<file path="config.mk">
export PLATFORM = sky130hd
export DESIGN_NAME = coin_sequencer
export DESIGN_NICKNAME = d
export VERILOG_FILES = /design/src/rtl/coin_sequencer.sv
export SDC_FILE = /design/constraint.sdc
export NUM_CORES = 1
export LEC_CHECK = 0
export CORE_ASPECT_RATIO = 1.1
export CORE_UTILIZATION = 30
export DETAILED_ROUTE_END_ITERATION = 8
export GPL_TIMING_DRIVEN = 0
export SLEW_MARGIN = 10
export SYNTH_ARGS = -nofsm -noshare
export SYNTH_HDL_FRONTEND = slang
export SYNTH_SLANG_ARGS = --single-unit
</file>
<file path="constraint.sdc">
create_clock -name clk -period 8 [get_ports clk]
set_input_delay 1.6 -clock clk [delete_from_list [all_inputs] [get_ports clk]]
set_output_delay 1.6 -clock clk [all_outputs]
set_load 0.005 [all_outputs]
</file>
<file path="src/rtl/coin_sequencer.sv">
// coin_sequencer
//   Sequences the coin-count datapath: queues dime/quarter insertions in a
//   small FIFO, issues them one per cycle to the external coin counter through
//   falling-edge (glitch-safe) enable/coin/reset lines, accumulates the
//   counter's dollar and nickel results into a vend credit and a nickel debt,
//   and drains both through req/ack handshakes.
//
// Ports
//   clk            single clock (FSM rising edge, counter drive falling edge)
//   reset          asynchronous active-low clear
//   dime_in        one-cycle pulse, dime inserted
//   quarter_in     one-cycle pulse, quarter inserted
//   service_clear  synchronous flush of FIFO, credit and nickel debt
//   coin_reject    one-cycle pulse, a coin was refused
//   cnt_enable     counter clock-gate enable (falling-edge register)
//   cnt_coin       coin type to the counter, 1 = dime (falling-edge register)
//   cnt_reset      active-low counter clear (falling-edge register)
//   cnt_dollar     counter dollar result for the coin being counted
//   cnt_nickel     counter nickel result for the coin being counted
//   vend_req/ack   product dispenser handshake
//   change_req/ack nickel hopper handshake
//   credit         current vend credit
//   nickel_owed    current nickel debt
//   busy           FIFO non-empty or coin in flight
module coin_sequencer #(
  parameter int unsigned FIFO_DEPTH = 4,
  parameter int unsigned MAX_CREDIT = 7,
  parameter int unsigned MAX_NICKEL = 7
) (
  input  logic       clk,
  input  logic       reset,
  input  logic       dime_in,
  input  logic       quarter_in,
  input  logic       service_clear,
  output logic       coin_reject,
  output logic       cnt_enable,
  output logic       cnt_coin,
  output logic       cnt_reset,
  input  logic       cnt_dollar,
  input  logic       cnt_nickel,
  output logic       vend_req,
  input  logic       vend_ack,
  output logic       change_req,
  input  logic       change_ack,
  output logic [2:0] credit,
  output logic [2:0] nickel_owed,
  output logic       busy
);

  localparam int unsigned AW = (FIFO_DEPTH > 2) ? $clog2(FIFO_DEPTH) : 1;
  localparam logic [AW:0] DEPTH_V = (AW+1)'(FIFO_DEPTH);

  logic [FIFO_DEPTH-1:0] fifo_mem;
  logic [AW-1:0]         rd_ptr;
  logic [AW-1:0]         wr_ptr;
  logic [AW:0]           count;

  logic issue_q;   // coin issued at the last edge, captured at the next one
  logic coin_q;    // type of the most recently issued coin
  logic clr_q;     // service_clear seen at the last edge

  logic [AW:0] free_slots;
  logic        take_dime;
  logic        take_quarter;
  logic        reject;
  logic        issue;
  logic        capture;
  logic        vend_fire;
  logic        change_fire;
  logic        credit_inc;
  logic        nickel_inc;

  always_comb begin
    free_slots   = DEPTH_V - count;
    // Dime has priority for the last free slot.
    take_dime    = dime_in && !service_clear && (free_slots != '0);
    take_quarter = quarter_in && !service_clear &&
                   (free_slots > {{AW{1'b0}}, take_dime});
    reject       = !service_clear &&
                   ((dime_in && !take_dime) || (quarter_in && !take_quarter));
    // The in-flight coin may still add one to either counter, so reserve
    // headroom for it before issuing another.
    issue        = (count != '0) && !service_clear &&
                   (({29'b0, credit} + {31'b0, issue_q}) < MAX_CREDIT) &&
                   (({29'b0, nickel_owed} + {31'b0, issue_q}) < MAX_NICKEL);
    capture      = cnt_enable && !service_clear;
    vend_fire    = vend_req && vend_ack;
    change_fire  = change_req && change_ack;
    credit_inc   = capture && cnt_dollar && (credit != 3'(MAX_CREDIT));
    nickel_inc   = capture && cnt_nickel && (nickel_owed != 3'(MAX_NICKEL));
  end

  assign busy = (count != '0) || issue_q;

  always_ff @(posedge clk or negedge reset) begin
    if (!reset) begin
      fifo_mem    <= '0;
      rd_ptr      <= '0;
      wr_ptr      <= '0;
      count       <= '0;
      issue_q     <= 1'b0;
      coin_q      <= 1'b0;
      clr_q       <= 1'b0;
      coin_reject <= 1'b0;
      credit      <= '0;
      nickel_owed <= '0;
      vend_req    <= 1'b0;
      change_req  <= 1'b0;
    end else begin
      coin_reject <= reject;
      if (service_clear) begin
        rd_ptr      <= '0;
        wr_ptr      <= '0;
        count       <= '0;
        issue_q     <= 1'b0;
        clr_q       <= 1'b1;
        credit      <= '0;
        nickel_owed <= '0;
        vend_req    <= 1'b0;
        change_req  <= 1'b0;
      end else begin
        clr_q   <= 1'b0;
        issue_q <= issue;
        if (issue) begin
          coin_q <= fifo_mem[rd_ptr];
          rd_ptr <= rd_ptr + 1'b1;
        end
        // Pushes only ever land in slots free before this edge's pop, so
        // they never collide with the entry being read.
        if (take_dime)
          fifo_mem[wr_ptr] <= 1'b1;
        if (take_quarter)
          fifo_mem[wr_ptr + AW'(take_dime)] <= 1'b0;
        wr_ptr <= wr_ptr + AW'(take_dime) + AW'(take_quarter);
        count  <= count + {{AW{1'b0}}, take_dime} + {{AW{1'b0}}, take_quarter}
                        - {{AW{1'b0}}, issue};

        unique case ({credit_inc, vend_fire})
          2'b10:   credit <= credit + 3'd1;
          2'b01:   credit <= credit - 3'd1;
          default: credit <= credit;
        endcase
        unique case ({nickel_inc, change_fire})
          2'b10:   nickel_owed <= nickel_owed + 3'd1;
          2'b01:   nickel_owed <= nickel_owed - 3'd1;
          default: nickel_owed <= nickel_owed;
        endcase

        // Req follows the pre-edge count, so it rises one cycle after the
        // count turns non-zero and sits low for one cycle after each ack.
        vend_req   <= !vend_fire && (credit != '0);
        change_req <= !change_fire && (nickel_owed != '0);
      end
    end
  end

  // Counter drive stage: retimed onto the falling edge so the counter's
  // gated clock never sees enable change while clk is high.
  always_ff @(negedge clk or negedge reset) begin
    if (!reset) begin
      cnt_enable <= 1'b0;
      cnt_coin   <= 1'b0;
      cnt_reset  <= 1'b0;
    end else begin
      cnt_enable <= issue_q;
      cnt_coin   <= coin_q;
      cnt_reset  <= !clr_q;
    end
  end

endmodule

</file>
After elaboration in Yosys (flattened, before gate mapping)
Index checks and enable logic that the tools add are counted.

operators by class
  add/sub/neg operators = 13
  magnitude comparators = 8
  equality and inequality tests = 6
  muxes and demuxes = 21
  bitwise operators = 4
  reduce and logical (&&, ||, !) cells = 37

operators by type and width
  operator                                                           number
  logical AND 1 bit                                                  21
  nonzero test 3 bit                                                 6
  2-to-1 mux 4 bit                                                   3
  one-hot mux 3 bit (2 select lines)                                 2
  less-than comparator 2 x 3 -> 1 bit, second input constant         3
  2-to-1 mux 3 bit                                                   3
  adder 3 x 1 -> 4 bit                                               2
  less-than comparator 4 x 3 -> 1 bit, second input constant         2
  2-to-1 mux 1 bit                                                   7
  adder 3 x 1 -> 3 bit                                               2
  adder 3 x 1 -> 3 bit, second input constant                        2
  zero test 1 bit                                                    6
  2-to-1 mux 2 bit                                                   3
  != test 3 bit, second input constant                               2
  subtractor 3 x 1 -> 3 bit, second input constant                   2
  adder 2 x 1 -> 2 bit                                               2
  bitwise AND 4 bit                                                  1
  demux 1 bit (select 2 bit)                                         2
  equality test 2 x 1 -> 1 bit, second input constant                2
  equality test 2 bit, second input constant                         2
  greater-or-equal comparator 2 x 1 -> 1 bit, second input constant  2
  NOT 4 bit                                                          1
  bitwise OR 4 bit                                                   1
  greater-than comparator 3 x 1 -> 1 bit                             1
  8 further kinds                                                    9

storage, ports and cells
  bits in registers = 26
  input bits = 9
  output and inout bits = 13
  logic and storage cells = 104

Logic depth before layout (Yosys ltp)
  depth in word-level cells = 11
  depth in mapped cells = 14
  depth with buffers taken out = 14

==> key figures <==
Logic synthesis
  – Area share of fa/ha/maj cells after synthesis: 13.6%
  – Top cells by area, synth: dfrtp_1 (37%), ha_1 (9.7%), dfrtn_1 (4.9%)
  – Netlist Area Pre-Place: roughly 1500 um^2
  – Post-Synth XOR/XNOR Area: ~4.5%
  – Synth Warn #: 0
  – Syn Nets: 169
  – Syn avg cell area: between 10 and 15 um^2
  – Main combinational cell family by area after synthesis: simple AND/OR/NAND/NOR gates
  – Mux contribution to synthesized area: under 10%
  – Synth Register Bits: 26
  – Top cell type's share of synthesized area: 37.4%
  – Synth area leader: dfrtp_1
  – Cells after synthesis: ~150
  – Register area share after synthesis: 42.2%
  – Netlist cell types: 36
  – Synth Area in Compound Gates: 9.50%
  – Post-Synth Simple-Gate Area: 18.2%

Worst setup path
  – Required @ worst endpoint: 6.40 ns
  – Delay of the slowest cell on the worst path: 0.49 ns
  – Setup CP Type: flip-flop to output pin
  – CP Data Arrival Time: slightly above 5 ns
  – Endpoint class of the critical path: output pin
  – Worst Reg2Reg Path Length in Cells: 6
  – R2R setup slack: 2.12 ns
  – Worst path cell trace: clkdlybuf4s50_1
  – Crit Path Max Fanout: 2
  – Worst R2R End: credit[2]
  – Delay-heaviest family, CP: buffers and inverters
  – Critical path launch point type: flip-flop
  – Slowest-stage cell, CP: clkdlybuf4s50_1
  – Launch point of the worst reg-to-reg path: cnt_enable
  – Buf+Inv Stages, Crit Path: 1

Clocking
  – Post-CTS Hold Buffers: 0
  – CTS tree: done
  – Skew-Pair Late Insertion Delay: 0.28 ns
  – Root buf cell: clkbuf_8
  – Htree depth: 1
  – Worst-path clk slew: 0.09 ns
  – Post-CTS Setup Bufs: 0
  – Post-cts gate resize count: 0
  – Clock buffer depth: 2
  – Clock Sinks: 26
  – Num CTS Buffers: 3

Floorplanning
  – Starting Density: about a third
  – Core Area: roughly 4800 um^2
  – Num ports: 22
  – Die ar.: 5430 um^2
  – Die Y: 77.2 um
  – Chip width: 70.3 um
  – FP Rows: 26

Route
  – Final wirelength: 2860 um
  – Pre-Repair DR Iteration Count: 3
  – Vias post-DR: ~1100
  – Vias per cell: roughly 4.8
  – Residual DRC count: 0
  – ANT nets after route: 0
  – Routed length per instance: 12.6 um
  – Detailed Route Iter0 Violations: 15

Pwr
  – Total power: roughly 470 uW
  – Worst ir drop on vdd: just over 0.00009 V
  – Pwr dens: approximately 250 nW/um^2
  – Leakage power figure: between 0.0008 and 0.0009 uW

Worst hold path
  – Worst Hold Path EP: fifo_mem[3]
  – Hold Crit Depth: 2
  – Worst Hold Class: flip-flop to flip-flop
  – Hold Crit Start: fifo_mem[3]

Final layout
  – Final core occ: between 30% and 40%
  – Share of layout cells above drive strength 1: 12.4%
  – Area Growth Syn to Fin: 21.4%
  – ANT cells: 0
  – Flip-flop and latch area: 651 um^2
  – Layout fillers: 474
  – Nets@finish: 195
  – Multi-input logic area: 840 um^2

Global route
  – GR peak layer: met2
  – First-pass GRT wire length: between 5000 and 6000 um
  – Met2 usage in global routing: 20.6%
  – Overall Global Routing Usage: between 10% and 20%
  – Vias in the first global route: 1137
  – Largest net degree at the start of global routing: 27
  – Initial antenna violation count: 0
  – Global route total overflow: 0
  – Met3 Use GR: 1.71%
  – Routing usage on met1: 14.4%

Placement
  – Hpwl dp: 2160 um
  – Port buffer count: 21
  – Final GP Congestion: 0.824

Timing
  – Setup tns final: 0 ns
  – RSZ-0062 raised after global routing: false
  – Hold Fails Final Rpt: 0
  – Hold Worst Slack: 0.507 ns
  – Setup Viol. Count Final: 0
  – Clk_skew: 0.0104 ns
  – Relative slew slack: between 60% and 70%
  – Least-Margin Pin Slew: 0.596 ns
  – Max Slew Vio Count: 0

Run status
  – Status: complete, no violations

Run
  – Max_cap viols: 0
[worst max path at each step]
stage	cells after the start	start	to	slack (ns)
4_1_cts	1	cnt_enable	cnt_enable	1.21
6_report	1	cnt_enable	cnt_enable	1.22
3_5_place_dp	1	reset	cnt_enable	1.02
2_1_floorplan	0	cnt_enable	cnt_enable	2.00
5_1_grt	1	cnt_enable	cnt_enable	1.18
3_3_place_gp	1	reset	cnt_enable	1.01
[flip-flops by register name (all words and copies together), names as in the netlist]
signal       cells
count            3
wr_ptr           2
coin_reject      1
cnt_coin         1
cnt_enable       1
cnt_reset        1
rd_ptr           2
vend_req         1
coin_q           1
credit           3
change_req       1
clr_q            1
issue_q          1
nickel_owed      3
fifo_mem         4
[power by group]
group          internal (uW)  leakage (uW)  total (uW)  switching, uW
Sequential               168      0.000337         198           30.2
Combinational            102      0.000502         187           84.3
Clock                   44.0     0.0000288        85.1           41.1
Total                    314      0.000868         470            156
[cells in the final DEF, fill, tap and decap left out, types with 3 or more instances in the layout]
master	netlist	final
dfrtp_1	23	23
fa_1	3	3
xnor2_1	6	6
nand2b_1	4	4
nand3_1	4	4
a31oi_1	4	4
nor2_1	18	18
mux2i_1	5	5
ha_1	12	12
inv_1	8	8
nor2b_1	7	7
clkbuf_8	0	4
a21oi_1	5	5
mux2_2	4	4
dfrtn_1	3	3
clkdlybuf4s50_1	0	20
nand2_1	14	14
[metrics by stage]
step,instance area (um^2),setup WS [ns],instances
after global placement,1820,1.01,222
after CTS,1880,1.21,226
after detailed placement,1820,1.02,222
after floorplan,1540,2.00,145
after global routing,1870,1.18,226
final,1870,1.22,226
[synthesized netlist by cell type]
cell       count
dfrtp_1       23
nor2_1        18
nand2_1       14
ha_1          12
inv_1          8
nor2b_1        7
xnor2_1        6
a21oi_1        5
mux2i_1        5
a31oi_1        4
mux2_2         4
nand2b_1       4
nand3_1        4
dfrtn_1        3
fa_1           3
a2111oi_0      2
and2_1         2
o311a_1        2
xor2_1         2
a311oi_1       1
buf_2          1
buf_6          1
inv_2          1
mux2_4         1
mux4_2         1
nand3_2        1
nor2_2         1
nor2_4         1
nor2b_4        1
o211ai_1       1
o21ai_1        1
o22ai_4        1
o311ai_1       1
o41ai_1        1
or2_2          1
or3b_4         1
[logic make-up (layout without fill, tap and decap cells)]
| logic type | count (synthesis) | in the layout |
|---|---|---|
| muxes | 11 | 11 |
| AOI/OAI and AO/OA | 19 | 19 |
| adders and majority gates | 15 | 15 |
| xor gates and xnor gates | 8 | 8 |
| buffers and inverters | 11 | 36 |
| and+or+nand+nor | 55 | 55 |
| DFF | 26 | 26 |
[per-layer routing]
metal | vias to the layer above | wire (um)
met4 | 0 | 53
met5 | - | 0
li1 | 550 | -
met2 | 11 | 1350
met1 | 511 | 1400
met3 | 4 | 53
[final cells by class]
class                   instances  area share [%]
inverters                       9            1.81
multi-input cells             108            44.9
repair buffers                 21            11.0
flip-flops and latches         26            34.8
well taps                      56            3.75
plain buffers                   2           0.870
clock buffers                   4            2.94
Note: power is estimated with default switching activity, not from simulation.
